===== src/rtl/uart_pkg.sv =====
`timescale 1ns/1ps
`default_nettype none
// ============================================================================
// Module   : uart_pkg
// Brief    : Shared frame constants, controller state type and checksum helper.
// Revision : 1.0 - initial release
// ============================================================================
package uart_pkg;

    localparam logic [7:0] SYNC_BYTE = 8'hA5;
    localparam logic [7:0] ACK_BYTE  = 8'h06;
    localparam logic [7:0] NAK_BYTE  = 8'h15;
    localparam logic [7:0] CMD_WR    = 8'h01;
    localparam logic [7:0] CMD_RD    = 8'h02;

    typedef enum logic [2:0] {
        ST_IDLE     = 3'd0,
        ST_GET_CMD  = 3'd1,
        ST_GET_ADDR = 3'd2,
        ST_GET_DATA = 3'd3,
        ST_GET_CHK  = 3'd4,
        ST_EXEC     = 3'd5,
        ST_RD_WAIT  = 3'd6,
        ST_TX       = 3'd7
    } frame_state_t;

    function automatic logic [7:0] frame_chk(input logic [7:0] cmd,
                                             input logic [7:0] addr,
                                             input logic [7:0] data);
        return cmd ^ addr ^ data;
    endfunction

endpackage
`default_nettype wire


===== src/rtl/uart_frame_ctrl_if.sv =====
`timescale 1ns/1ps
`default_nettype none
// ============================================================================
// Module   : uart_frame_ctrl_if
// Brief    : Receiver, register-bus, transmitter and status signals of the
//            frame controller; master is the controller side.
// Revision : 1.0 - initial release
// ============================================================================
interface uart_frame_ctrl_if;

    logic       rx_valid;
    logic [7:0] rx_data;
    logic       reg_wr_en;
    logic       reg_rd_en;
    logic [7:0] reg_addr;
    logic [7:0] reg_wdata;
    logic       reg_rd_valid;
    logic [7:0] reg_rdata;
    logic       tx_valid;
    logic       tx_ready;
    logic [7:0] tx_data;
    logic       busy;
    logic       err_chk;
    logic       err_timeout;
    logic       rx_drop;

    modport master (
        input  rx_valid, rx_data, reg_rd_valid, reg_rdata, tx_ready,
        output reg_wr_en, reg_rd_en, reg_addr, reg_wdata, tx_valid, tx_data,
               busy, err_chk, err_timeout, rx_drop
    );

    modport slave (
        output rx_valid, rx_data, reg_rd_valid, reg_rdata, tx_ready,
        input  reg_wr_en, reg_rd_en, reg_addr, reg_wdata, tx_valid, tx_data,
               busy, err_chk, err_timeout, rx_drop
    );

endinterface
`default_nettype wire


===== src/rtl/uart_resp_seq.sv =====
`timescale 1ns/1ps
`default_nettype none
// ============================================================================
// Module   : uart_resp_seq
// Brief    : 4-entry response buffer (length 1 or 4) streamed out over a
//            valid/ready byte handshake; done marks acceptance of the last byte.
// Revision : 1.0 - initial release
// ============================================================================
module uart_resp_seq (
    input  wire             clk,
    input  wire             rst,
    input  wire             load,
    input  wire             load_len4,
    input  wire [3:0][7:0]  load_bytes,
    input  wire             tx_ready,
    output logic            tx_valid,
    output logic [7:0]      tx_data,
    output logic            done
);

    logic [3:0][7:0] buf_q,   buf_d;
    logic            len4_q,  len4_d;
    logic [1:0]      idx_q,   idx_d;
    logic            valid_q, valid_d;
    logic            w_last;

    assign w_last   = len4_q ? (idx_q == 2'd3) : 1'b1;
    assign tx_valid = valid_q;
    assign tx_data  = buf_q[idx_q];
    assign done     = valid_q && tx_ready && w_last;

    always_comb begin
        buf_d   = buf_q;
        len4_d  = len4_q;
        idx_d   = idx_q;
        valid_d = valid_q;
        if (load) begin
            buf_d   = load_bytes;
            len4_d  = load_len4;
            idx_d   = 2'd0;
            valid_d = 1'b1;
        end else if (valid_q && tx_ready) begin
            if (w_last) begin
                valid_d = 1'b0;
            end else begin
                idx_d = idx_q + 2'd1;
            end
        end
    end

    always_ff @(posedge clk) begin
        if (rst) begin
            buf_q   <= '0;
            len4_q  <= 1'b0;
            idx_q   <= 2'd0;
            valid_q <= 1'b0;
        end else begin
            buf_q   <= buf_d;
            len4_q  <= len4_d;
            idx_q   <= idx_d;
            valid_q <= valid_d;
        end
    end

endmodule
`default_nettype wire


===== src/rtl/uart_frame_ctrl.sv =====
`timescale 1ns/1ps
`default_nettype none
// ============================================================================
// Module   : uart_frame_ctrl
// Brief    : Parses SYNC/CMD/ADDR/DATA/CHK frames from the UART receiver,
//            issues register strobes and sequences the response bytes.
// Revision : 1.0 - initial release
// ============================================================================
module uart_frame_ctrl
    import uart_pkg::*;
#(
    parameter int TIMEOUT_CYC = 20000,
    parameter int RD_TIMEOUT  = 16
) (
    input  wire               clk,
    input  wire               rst,
    uart_frame_ctrl_if.master bus
);

    localparam int TW = $clog2(TIMEOUT_CYC + 1);
    localparam int RW = $clog2(RD_TIMEOUT + 1);
    localparam logic [TW-1:0] c_tmo_max = TW'(TIMEOUT_CYC);
    localparam logic [RW-1:0] c_rd_last = RW'(RD_TIMEOUT - 1);

    frame_state_t    state_q,   state_d;
    logic [7:0]      cmd_q,     cmd_d;
    logic [7:0]      addr_q,    addr_d;
    logic [7:0]      data_q,    data_d;
    logic [TW-1:0]   tmo_cnt_q, tmo_cnt_d;
    logic [RW-1:0]   rd_cnt_q,  rd_cnt_d;
    logic            err_chk_q, err_chk_d;
    logic            err_tmo_q, err_tmo_d;
    logic            rx_drop_q, rx_drop_d;

    logic            w_resp_load;
    logic            w_resp_len4;
    logic [3:0][7:0] w_resp_bytes;
    logic            w_resp_done;
    logic            w_chk_ok;

    assign w_chk_ok = (bus.rx_data == frame_chk(cmd_q, addr_q, data_q)) &&
                      ((cmd_q == CMD_WR) || (cmd_q == CMD_RD));

    always_comb begin
        state_d      = state_q;
        cmd_d        = cmd_q;
        addr_d       = addr_q;
        data_d       = data_q;
        tmo_cnt_d    = tmo_cnt_q;
        rd_cnt_d     = rd_cnt_q;
        err_chk_d    = 1'b0;
        err_tmo_d    = 1'b0;
        w_resp_load  = 1'b0;
        w_resp_len4  = 1'b0;
        w_resp_bytes = {24'h0, NAK_BYTE};
        rx_drop_d    = bus.rx_valid &&
                       ((state_q == ST_EXEC) || (state_q == ST_RD_WAIT) || (state_q == ST_TX));

        unique case (state_q)
            ST_IDLE: begin
                tmo_cnt_d = '0;
                if (bus.rx_valid && (bus.rx_data == SYNC_BYTE)) begin
                    state_d = ST_GET_CMD;
                end
            end
            ST_GET_CMD, ST_GET_ADDR, ST_GET_DATA, ST_GET_CHK: begin
                // Expiry wins over a byte landing on the same cycle; the byte is lost.
                if (tmo_cnt_q == c_tmo_max) begin
                    state_d   = ST_IDLE;
                    err_tmo_d = 1'b1;
                    tmo_cnt_d = '0;
                end else if (bus.rx_valid) begin
                    tmo_cnt_d = '0;
                    case (state_q)
                        ST_GET_CMD: begin
                            cmd_d   = bus.rx_data;
                            state_d = ST_GET_ADDR;
                        end
                        ST_GET_ADDR: begin
                            addr_d  = bus.rx_data;
                            state_d = ST_GET_DATA;
                        end
                        ST_GET_DATA: begin
                            data_d  = bus.rx_data;
                            state_d = ST_GET_CHK;
                        end
                        default: begin
                            if (w_chk_ok) begin
                                state_d = ST_EXEC;
                            end else begin
                                err_chk_d   = 1'b1;
                                w_resp_load = 1'b1;
                                state_d     = ST_TX;
                            end
                        end
                    endcase
                end else begin
                    tmo_cnt_d = tmo_cnt_q + 1'b1;
                end
            end
            ST_EXEC: begin
                if (cmd_q == CMD_WR) begin
                    w_resp_load  = 1'b1;
                    w_resp_bytes = {24'h0, ACK_BYTE};
                    state_d      = ST_TX;
                end else begin
                    rd_cnt_d = '0;
                    state_d  = ST_RD_WAIT;
                end
            end
            ST_RD_WAIT: begin
                if (bus.reg_rd_valid) begin
                    w_resp_load  = 1'b1;
                    w_resp_len4  = 1'b1;
                    w_resp_bytes = {addr_q ^ bus.reg_rdata, bus.reg_rdata, addr_q, SYNC_BYTE};
                    state_d      = ST_TX;
                end else if (rd_cnt_q == c_rd_last) begin
                    err_tmo_d   = 1'b1;
                    w_resp_load = 1'b1;
                    state_d     = ST_TX;
                end else begin
                    rd_cnt_d = rd_cnt_q + 1'b1;
                end
            end
            ST_TX: begin
                if (w_resp_done) begin
                    state_d = ST_IDLE;
                end
            end
            default: state_d = ST_IDLE;
        endcase
    end

    always_ff @(posedge clk) begin
        if (rst) begin
            state_q   <= ST_IDLE;
            cmd_q     <= '0;
            addr_q    <= '0;
            data_q    <= '0;
            tmo_cnt_q <= '0;
            rd_cnt_q  <= '0;
            err_chk_q <= 1'b0;
            err_tmo_q <= 1'b0;
            rx_drop_q <= 1'b0;
        end else begin
            state_q   <= state_d;
            cmd_q     <= cmd_d;
            addr_q    <= addr_d;
            data_q    <= data_d;
            tmo_cnt_q <= tmo_cnt_d;
            rd_cnt_q  <= rd_cnt_d;
            err_chk_q <= err_chk_d;
            err_tmo_q <= err_tmo_d;
            rx_drop_q <= rx_drop_d;
        end
    end

    assign bus.reg_wr_en   = (state_q == ST_EXEC) && (cmd_q == CMD_WR);
    assign bus.reg_rd_en   = (state_q == ST_EXEC) && (cmd_q == CMD_RD);
    assign bus.reg_addr    = addr_q;
    assign bus.reg_wdata   = data_q;
    assign bus.busy        = (state_q != ST_IDLE);
    assign bus.err_chk     = err_chk_q;
    assign bus.err_timeout = err_tmo_q;
    assign bus.rx_drop     = rx_drop_q;

    uart_resp_seq u_resp_seq (
        .clk        (clk),
        .rst        (rst),
        .load       (w_resp_load),
        .load_len4  (w_resp_len4),
        .load_bytes (w_resp_bytes),
        .tx_ready   (bus.tx_ready),
        .tx_valid   (bus.tx_valid),
        .tx_data    (bus.tx_data),
        .done       (w_resp_done)
    );

endmodule
`default_nettype wire


===== src/flat_wrapper.sv =====
// flat-port wrapper written by rule: the top's interface ports become plain ports
module uart_frame_ctrl_flat import uart_pkg::*;
#(
    parameter int TIMEOUT_CYC = 20000,
    parameter int RD_TIMEOUT  = 16
)
  (clk, rst, bus_rx_valid, bus_rx_data, bus_reg_rd_valid, bus_reg_rdata, bus_tx_ready, bus_reg_wr_en, bus_reg_rd_en, bus_reg_addr, bus_reg_wdata, bus_tx_valid, bus_tx_data, bus_busy, bus_err_chk, bus_err_timeout, bus_rx_drop);
  uart_frame_ctrl_if bus_i ();
  input  wire clk;
  input  wire rst;
  input wire logic [$bits(bus_i.rx_valid)-1:0] bus_rx_valid;
  input wire logic [$bits(bus_i.rx_data)-1:0] bus_rx_data;
  input wire logic [$bits(bus_i.reg_rd_valid)-1:0] bus_reg_rd_valid;
  input wire logic [$bits(bus_i.reg_rdata)-1:0] bus_reg_rdata;
  input wire logic [$bits(bus_i.tx_ready)-1:0] bus_tx_ready;
  output wire logic [$bits(bus_i.reg_wr_en)-1:0] bus_reg_wr_en;
  output wire logic [$bits(bus_i.reg_rd_en)-1:0] bus_reg_rd_en;
  output wire logic [$bits(bus_i.reg_addr)-1:0] bus_reg_addr;
  output wire logic [$bits(bus_i.reg_wdata)-1:0] bus_reg_wdata;
  output wire logic [$bits(bus_i.tx_valid)-1:0] bus_tx_valid;
  output wire logic [$bits(bus_i.tx_data)-1:0] bus_tx_data;
  output wire logic [$bits(bus_i.busy)-1:0] bus_busy;
  output wire logic [$bits(bus_i.err_chk)-1:0] bus_err_chk;
  output wire logic [$bits(bus_i.err_timeout)-1:0] bus_err_timeout;
  output wire logic [$bits(bus_i.rx_drop)-1:0] bus_rx_drop;
  assign bus_i.rx_valid = bus_rx_valid;
  assign bus_i.rx_data = bus_rx_data;
  assign bus_i.reg_rd_valid = bus_reg_rd_valid;
  assign bus_i.reg_rdata = bus_reg_rdata;
  assign bus_i.tx_ready = bus_tx_ready;
  assign bus_reg_wr_en = bus_i.reg_wr_en;
  assign bus_reg_rd_en = bus_i.reg_rd_en;
  assign bus_reg_addr = bus_i.reg_addr;
  assign bus_reg_wdata = bus_i.reg_wdata;
  assign bus_tx_valid = bus_i.tx_valid;
  assign bus_tx_data = bus_i.tx_data;
  assign bus_busy = bus_i.busy;
  assign bus_err_chk = bus_i.err_chk;
  assign bus_err_timeout = bus_i.err_timeout;
  assign bus_rx_drop = bus_i.rx_drop;
  uart_frame_ctrl #(.TIMEOUT_CYC(TIMEOUT_CYC), .RD_TIMEOUT(RD_TIMEOUT)) u_core (.clk(clk), .rst(rst), .bus(bus_i));
endmodule

===== config.mk =====
export PLATFORM = sky130hd
export DESIGN_NAME = uart_frame_ctrl_flat
export DESIGN_NICKNAME = d
export VERILOG_FILES = /design/src/rtl/uart_pkg.sv /design/src/rtl/uart_frame_ctrl_if.sv /design/src/rtl/uart_resp_seq.sv /design/src/rtl/uart_frame_ctrl.sv /design/src/flat_wrapper.sv
export SDC_FILE = /design/constraint.sdc
export NUM_CORES = 1
export LEC_CHECK = 0
export CAP_MARGIN = 5
export CORE_ASPECT_RATIO = 0.6
export CORE_MARGIN = 1
export CORE_UTILIZATION = 30
export DETAILED_ROUTE_END_ITERATION = 12
export GPL_ROUTABILITY_DRIVEN = 0
export SYNTH_ARGS = -nofsm -noshare
export SYNTH_HDL_FRONTEND = slang
export SYNTH_SLANG_ARGS = --single-unit

===== constraint.sdc =====
create_clock -name clk -period 5.73 [get_ports clk]
set_input_delay 1.146 -clock clk [delete_from_list [all_inputs] [get_ports clk]]
set_output_delay 1.146 -clock clk [all_outputs]
set_load 0.05 [all_outputs]

Word-level counts from Yosys, hierarchy flattened:

Cells that the tools add are included.

* bits in writable memories: 0
* bits in latches: 0
* flip-flop bits (word level): 86
* memories: 0
* ROM bits: 0
* input port bits: 21

* multiplexer cells: 39
* equal/unequal tests: 21
* $lt $le $gt $ge: 1
* bitwise gates (word level): 6
* $mul: 0
* div/mod/pow operators: 0
* add/sub/neg operators: 3
* reductions and logical operators: 27
* shift-type cells: 0

Operators by type and width (count)
* $pmux W32 S2: 1
* $mux W32: 1
* $mux W15: 2
* $pmux W15 S2: 1
* $xor A8 B8 Y8: 3
* $mux W5: 4
* $reduce_and A4 Y1: 5
* $mux W3: 6
* $bmux W8 S2: 1
* $mux W1: 16
* $add A15 B1 Y15 const B: 1
* $eq A15 B15 Y1 const B: 1
* $pmux W3 S5: 1
* $eq A3 B3 Y1 const B: 4
* $pmux W5 S2: 1
* $pmux W3 S3: 1
* $eq A8 B1 Y1 const B: 1
* $eq A8 B2 Y1 const B: 1
* $eq A8 B8 Y1: 1
* $eq A8 B8 Y1 const B: 1
* $mux W8: 1
* $ne A2 B2 Y1 const B: 4
* $reduce_bool A2 Y1: 4
* $logic_and A1 B1 Y1: 7
* 21 further kinds: 28

Longest topological paths before layout:

Gate-level depths: netlist (run 1).

* depth in word-level cells: 11
* depth in mapped cells: 10
* depth with buffers taken out: 9

Modules after synthesis:

Synthesis (run 1) repeated with hierarchy kept, for this count alone.

* cells, all modules: 468
* area, all modules: 4337.9 sq um

Modules (own cells, without submodules)
* uart_frame_ctrl: cells an instance 336, area each 2824.0 sq um, instances 1
* uart_resp_seq: cells an instance 132, area each 1514.0 sq um, instances 1

Least setup slack after synthesis (run 1):

Ideal clock, no wire load.

* kind: register to output
* start: register u_core.cmd_q[4]
* end: output port bus_reg_rd_en
* slack: 2317 ps
* data required time: 4584 ps
* data arrival time: 2267 ps
* stages on the path, launching flop included: 4
* buffers on the path: 0
* cell sequence: dfxtp_1 > nor4_1 > nand2_1 > nor4_1

* longest elaborated chain between the ends: 2

RTL lines
* start: declaration: line uart_frame_ctrl.sv:26 `logic [7:0] cmd_q, cmd_d;`
* start signal: assignment: line uart_frame_ctrl.sv:147 `cmd_q <= cmd_d;`
* $eq A8 B2 Y1: line uart_frame_ctrl.sv:159 `assign bus.reg_rd_en = (state_q == ST_EXEC) && (cmd_q == CMD_RD);`
* $logic_and A1 B1 Y1: line uart_frame_ctrl.sv:159
* end: declaration: line flat_wrapper.sv:17 `output wire logic [$bits(bus_i.reg_rd_en)-1:0] bus_reg_rd_en;`

Every way passes these cells.

Final worst setup path (run 1):

Ends and elaborated chain as after synthesis.

==> impl_metrics.csv, run 1 <==
group,metric,value,unit
critical_path,cp_data_arrival_time,2.91,ns
grt,grt_max_degree,50,
finish,finalNonFillerCells,623,
timing,tightest_slew,1.02,ns
logic_synthesis,ys_types,54,
finish,n_antenna_cell,0,
grt,antenna_found_initial,0,
critical_path,cp_num_buf_inv,1,
cts,cts_root_buf,"clkbuf_16",
timing,rsz0062_at_grt,"false",
critical_path,regToRegSetupSlack,3.05,ns
critical_path,required,4.58,ns
route,drcViolationCount,0,
critical_path,crit_top_cell,"nor4_1",
timing,slew_headroom,32.0,%
critical_path,critPathCaptureType,"output pin",
power_and_ir_drop,ir_drop,0.138,mV
cts,cts_tree,"done",
placed_design,io_buffers,51,
finish,area_growth,25.2,%
route,wl,9.57,mm
cts,ctsHoldBuffers,0,
timing,setup_violations,0,
critical_path,critical_path_class,"flop to output pin",
cts,cts_resized,0,
route,drt_iter0_drc,167,
power_and_ir_drop,p_sw_share,25.8,%
logic_synthesis,yosys_register_bits,82,
placed_design,dp.cells,607,
power_and_ir_drop,power.leakage,0.00186,uW
power_and_ir_drop,p_switching,370,uW
timing,tns,0,ns
grt,grt_pass1_vias,2994,
worst_hold_path,worstHoldPathType,"flop to flop",
floorplan,chipWidth,149,um
cts,max-clock-path-buffers,2,
critical_path,max_stage_delay,0.89,ns
critical_path,reg2reg_depth,8,
power_and_ir_drop,clockPowerShare,44.9,%
power_and_ir_drop,pwr-share-seq,42.4,%
route,postRouteAntennaNets,0,
critical_path,crit_chain,"nor4_1, nand2_1, nor4_1, clkdlybuf4s50_1",
critical_path,cp_slowest_cell,"clkdlybuf4s50_1",
outcome,status,"finished clean",
critical_path,cpLargestDelayFamily,"simple AND/OR/NAND/NOR gates",
logic_synthesis,synthCells,408,
placed_design,hpwl,6.99,mm
timing,finalHoldViolCount,0,
logic_synthesis,syn-mean-instance-area,9.54,um^2
finish,drive_above_1_share,8.08,%
worst_hold_path,min_path_cells,1,
power_and_ir_drop,p_comb_share,12.7,%
logic_synthesis,synth-async-reset-ratio,0,%
logic_synthesis,synth-seq-area-share,42.2,%
logic_synthesis,synth-edff-count,0,
floorplan,coreArea,0.0123,mm^2
timing,period_minus_slack,4.05,ns
floorplan,ioPinCount,52,
route,routedWlPerCell,15.4,um
grt,grt-ovfl-total,0,
logic_synthesis,synth_area,0.00389,mm^2
flow_run,max_cap_viol_count,0,
logic_synthesis,ys_warn_count,0,
timing,finClkSkew,0.00844,ns
cts,postCtsSetupBuffers,0,
cts,numCtsBuffers,9,
timing,final_max_slew_viol_count,0,
timing,finalCritPeriodShare,70.7,%
floorplan,start_util,31.6,%
grt,grt_pass1_wl,15.7,mm
logic_synthesis,yosys_most_used_dff,"dfxtp_1",
cts,path_clk_slew,0.06,ns
route,vias,3149,
floorplan,dieArea,0.0135,mm^2
critical_path,critPathMaxFanout,3,
route,vias_per_cell,5.05,
worst_hold_path,min-delay-start,"u_core.u_resp_seq.buf_q[23]",
cts,insertion_delay,0.34,ns
grt,track_usage,15.0,%
timing,max_freq,247,MHz
floorplan,die_y,90.2,um
power_and_ir_drop,powerDensity,295,mW/mm^2
critical_path,reg2reg_from,"u_core.tmo_cnt_q[0]",
critical_path,startpoint_type,"flop",
logic_synthesis,synthesis.nets,434,
cts,cts.sinks,82,
timing,hold_ws,0.475,ns
critical_path,r2r_end,"u_core.bus.reg_addr[0]",
cts,h-tree-depth,3,
floorplan,num_rows,31,
finish,nets,479,
route,dr.pass1.iters,4,
worst_hold_path,min_to,"u_core.u_resp_seq.buf_q[23]",
power_and_ir_drop,internal_power,1070,uW
-- area by class of cell --
cell class	count	area, um^2
clock buffers	11	253
clock inverters	5	85.1
fillers	1241	7460
inverters	10	37.5
multi-input cells	296	2120
flip-flops and latches	82	1640
well taps	165	206
repair buffers	54	528
-- power by group through the flow --
stage / Combinational, uW / Clock [uW] / Sequential (uW)
5_1_grt: 201 / 683 / 612
2_1_floorplan: 138 / 0 / 606
3_3_place_gp: 178 / 0 / 620
4_1_cts: 181 / 658 / 609
3_5_place_dp: 180 / 0 / 622
6_report: 182 / 645 / 610
-- placed cells by master (no fill, tap or decap), types with 3 or more instances in the layout --
master and instances:
nor2b_1 3, nor4_1 5, nand2_1 21, xnor2_1 19, or3_1 6, dfxtp_1 82, inv_1 10, nand4_1 8
nor2_1 57, ha_1 5, nor3_1 5, mux4_2 6, clkdlybuf4s50_1 50, buf_4 3, and3_1 5, xor2_1 25
a31oi_1 3, o21ai_0 12, nand3_1 9, a22o_1 24, nand3b_1 4, mux2i_1 25, nor3b_1 4, a21oi_1 16
clkbuf_16 9
-- registers in the layout, summed over array words and instances, names as in the netlist, 2 cells and up --
register,count
u_core.u_resp_seq.buf_q,29
u_core.tmo_cnt_q,15
u_core.bus.reg_addr,8
u_core.bus.reg_wdata,8
u_core.cmd_q,8
u_core.rd_cnt_q,5
u_core.state_q,3
u_core.u_resp_seq.idx_q,2
-- kinds of logic after synthesis --
| group | Yosys count | synth area share (%) |
|---|---|---|
| and+or+nand+nor | 144 | 19.5 |
| xor gates and xnor gates | 45 | 10.3 |
| muxes | 33 | 10.5 |
| AOI/OAI and AO/OA | 69 | 12.4 |
| adders and majority gates | 5 | 1.61 |
| DFF | 82 | 42.2 |
| buffers and inverters | 30 | 3.50 |
-- cells in the mapped netlist (5+ instances only) --
master | instances | area share, %
clkbuf_1 | 11 | 1.1
xor2_1 | 25 | 5.6
o21ai_0 | 12 | 1.5
mux4_2 | 6 | 3.5
nor3_1 | 5 | 0.64
or3_1 | 6 | 0.96
nand3_1 | 9 | 1.2
ha_1 | 5 | 1.6
xnor2_1 | 19 | 4.3
inv_1 | 10 | 0.96
nand4_1 | 8 | 1.3
nand2_1 | 21 | 2.0
a22o_1 | 24 | 5.4
mux2i_1 | 25 | 6.4
nor4_1 | 5 | 0.80
nor2_1 | 57 | 5.5
dfxtp_1 | 82 | 42
a21oi_1 | 16 | 2.1
and3_1 | 5 | 0.80
-- worst max path at each step --
stage	startpoint	endpoint	slack (ns)	depth (start not counted)
floorplan	u_core.cmd_q[4]	bus_reg_rd_en	2.32	3
global placement	u_core.cmd_q[4]	bus_reg_rd_en	2.18	4
detailed placement	u_core.cmd_q[4]	bus_reg_rd_en	2.09	4
CTS	u_core.cmd_q[4]	bus_reg_rd_en	1.73	4
global route	u_core.cmd_q[4]	bus_reg_rd_en	1.52	4
finish	u_core.cmd_q[4]	bus_reg_rd_en	1.68	4
-- metal layers --
| metal | vias to the layer above | routed length [um] | GRT usage (%) |
|---|---|---|---|
| met1 | 1519 | 5170 | 22.4 |
| met2 | 80 | 3890 | 20.6 |
| li1 | 1543 | - | - |
| met4 | 0 | 88 | 5.02 |
| met5 | - | 0 | 0 |
| met3 | 7 | 427 | 3.50 |
-- metrics by stage --
stage / util, % / cell area (um^2) / worst slack, ns / total power [uW]
2_1_floorplan: - / 3890 / 2.32 / 745
3_3_place_gp: 36.8 / 4540 / 2.18 / 798
3_5_place_dp: 36.8 / 4540 / 2.09 / 802
4_1_cts: 39.5 / 4870 / 1.73 / 1450
5_1_grt: 39.5 / 4870 / 1.52 / 1500
6_report: 39.5 / 4870 / 1.68 / 1440
No activity file was read; power rests on OpenSTA's default activity.
==> run 2: changes to the inputs <==
==> constraint.sdc (replaced) <==
create_clock -name clk -period 4.1 [get_ports clk]
set_input_delay 0.82 -clock clk [delete_from_list [all_inputs] [get_ports clk]]
set_output_delay 0.82 -clock clk [all_outputs]
set_load 0.05 [all_outputs]
==> impl_metrics.csv, run 2 (synthesis gave the netlist of run 1 again) <==
group,metric,value,unit
finish,area_growth,25.4,%
floorplan,die_y,90.2,um
timing,slew_headroom,40.3,%
floorplan,coreArea,0.0123,mm^2
finish,drive_above_1_share,8.08,%
timing,period_minus_slack,3.75,ns
floorplan,dieArea,0.0135,mm^2
placed_design,hpwl,6.93,mm
power_and_ir_drop,ir_drop,0.203,mV
power_and_ir_drop,power.leakage,0.00187,uW
cts,h-tree-depth,3,
timing,rsz0062_at_grt,"false",
grt,grt-ovfl-total,0,
timing,finClkSkew,0.00622,ns
cts,cts_resized,0,
route,vias_per_cell,4.97,
power_and_ir_drop,pwr-share-seq,42.1,%
floorplan,ioPinCount,52,
floorplan,num_rows,31,
cts,max-clock-path-buffers,2,
grt,antenna_found_initial,0,
critical_path,critPathMaxFanout,3,
grt,grt_max_degree,29,
route,dr.pass1.iters,4,
cts,cts.sinks,82,
timing,finalCritPeriodShare,91.4,%
floorplan,start_util,31.6,%
power_and_ir_drop,internal_power,1510,uW
worst_hold_path,min_to,"u_core.u_resp_seq.buf_q[30]",
critical_path,crit_top_cell,"nor4_1",
cts,postCtsSetupBuffers,0,
timing,tightest_slew,0.888,ns
placed_design,io_buffers,51,
finish,finalNonFillerCells,623,
finish,n_antenna_cell,0,
critical_path,critical_path_class,"flop to output pin",
timing,tns,0,ns
route,postRouteAntennaNets,0,
critical_path,regToRegSetupSlack,1.43,ns
critical_path,required,3.28,ns
power_and_ir_drop,p_switching,505,uW
power_and_ir_drop,p_comb_share,12.5,%
timing,setup_violations,0,
grt,track_usage,14.9,%
critical_path,max_stage_delay,0.89,ns
critical_path,startpoint_type,"flop",
critical_path,critPathCaptureType,"output pin",
worst_hold_path,min-delay-start,"u_core.u_resp_seq.buf_q[30]",
flow_run,max_cap_viol_count,0,
cts,cts_tree,"done",
critical_path,cp_data_arrival_time,2.93,ns
finish,design_area,0.00488,mm^2
cts,numCtsBuffers,9,
critical_path,r2r_end,"u_core.u_resp_seq.buf_q[26]",
cts,insertion_delay,0.34,ns
finish,largest_reg_flops,29,
placed_design,dp.cells,608,
timing,finalHoldViolCount,0,
route,vias,3097,
power_and_ir_drop,p_sw_share,25.0,%
grt,grt_pass1_vias,2859,
route,wl,9.35,mm
grt,grt_pass1_wl,15.5,mm
placed_design,place_area,0.00454,mm^2
timing,max_freq,267,MHz
outcome,status,"finished clean",
cts,ctsHoldBuffers,0,
route,routedWlPerCell,15.0,um
power_and_ir_drop,powerDensity,414,mW/mm^2
timing,final_max_slew_viol_count,0,
route,drt_iter0_drc,205,
finish,nets,480,
critical_path,crit_chain,"nor4_1, nand2_1, nor4_1, clkdlybuf4s50_1",
floorplan,chipWidth,149,um
finish,final_common_cell,"dfxtp_1",
cts,cts_root_buf,"clkbuf_16",
critical_path,reg2reg_from,"u_core.cmd_q[4]",
cts,path_clk_slew,0.06,ns
critical_path,reg2reg_depth,7,
power_and_ir_drop,clockPowerShare,45.4,%
finish,top_register,"u_core.u_resp_seq.buf_q",
worst_hold_path,min_path_cells,1,
worst_hold_path,worstHoldPathType,"flop to flop",
critical_path,cp_slowest_cell,"clkdlybuf4s50_1",
route,drcViolationCount,0,
finish,top_regs,"u_core.u_resp_seq.buf_q x29, u_core.tmo_cnt_q x15",
finish,final_cell_mix,"dfxtp_1, nor2_1, clkdlybuf4s50_1",
## run 2: per-layer routing
metal | track usage, % | wire length, um | vias up
li1 | - | - | 1551
met1 | 22.8 | 5130 | 1475
met2 | 19.5 | 3630 | 61
met3 | 4.06 | 474 | 10
met4 | 4.59 | 110 | 0
met5 | 0 | 0 | -
## run 2: worst max-delay path by stage
stage | start | end | slack, ns | cells past startpoint
6_report | u_core.cmd_q[4] | bus_reg_rd_en | 0.35 | 4
2_1_floorplan | u_core.cmd_q[4] | bus_reg_rd_en | 1.01 | 3
5_1_grt | u_core.cmd_q[4] | bus_reg_rd_en | 0.35 | 4
3_5_place_dp | u_core.cmd_q[4] | bus_reg_rd_en | 0.82 | 4
4_1_cts | u_core.cmd_q[4] | bus_reg_rd_en | 0.45 | 4
3_3_place_gp | u_core.cmd_q[4] | bus_reg_rd_en | 0.86 | 4
## run 2: power groups by stage
| stage | Sequential, uW | Clock, uW | Combinational [uW] |
|---|---|---|---|
| finish | 851 | 917 | 252 |
| global route | 855 | 972 | 274 |
| CTS | 850 | 936 | 252 |
| detailed placement | 868 | 0 | 250 |
| floorplan | 847 | 0 | 193 |
| global placement | 868 | 0 | 248 |
## run 2: critical path, delay by kind of cell (launching register included)
family	cells	cell delay [ns]
and+or+nand+nor	3	1.37
buffers and inverters	1	0.89
DFF	1	0.32
## run 2: layout make-up
type	instances	area, um^2
clock buffers	9	225
clock inverters	6	115
fillers	1188	7450
inverters	10	37.5
multi-input cells	296	2120
flip-flops and latches	82	1640
well taps	165	206
repair buffers	55	536
## run 2: per-stage QoR
stage / hold slack, ns / utilization, % / setup slack, ns / total power, uW
after floorplan: 0.437 / - / 1.01 / 1040
after global placement: 0.457 / 36.8 / 0.860 / 1120
after detailed placement: 0.462 / 36.8 / 0.824 / 1120
after CTS: 0.474 / 39.6 / 0.452 / 2040
after global routing: 0.495 / 39.6 / 0.353 / 2100
final: 0.471 / 39.6 / 0.352 / 2020
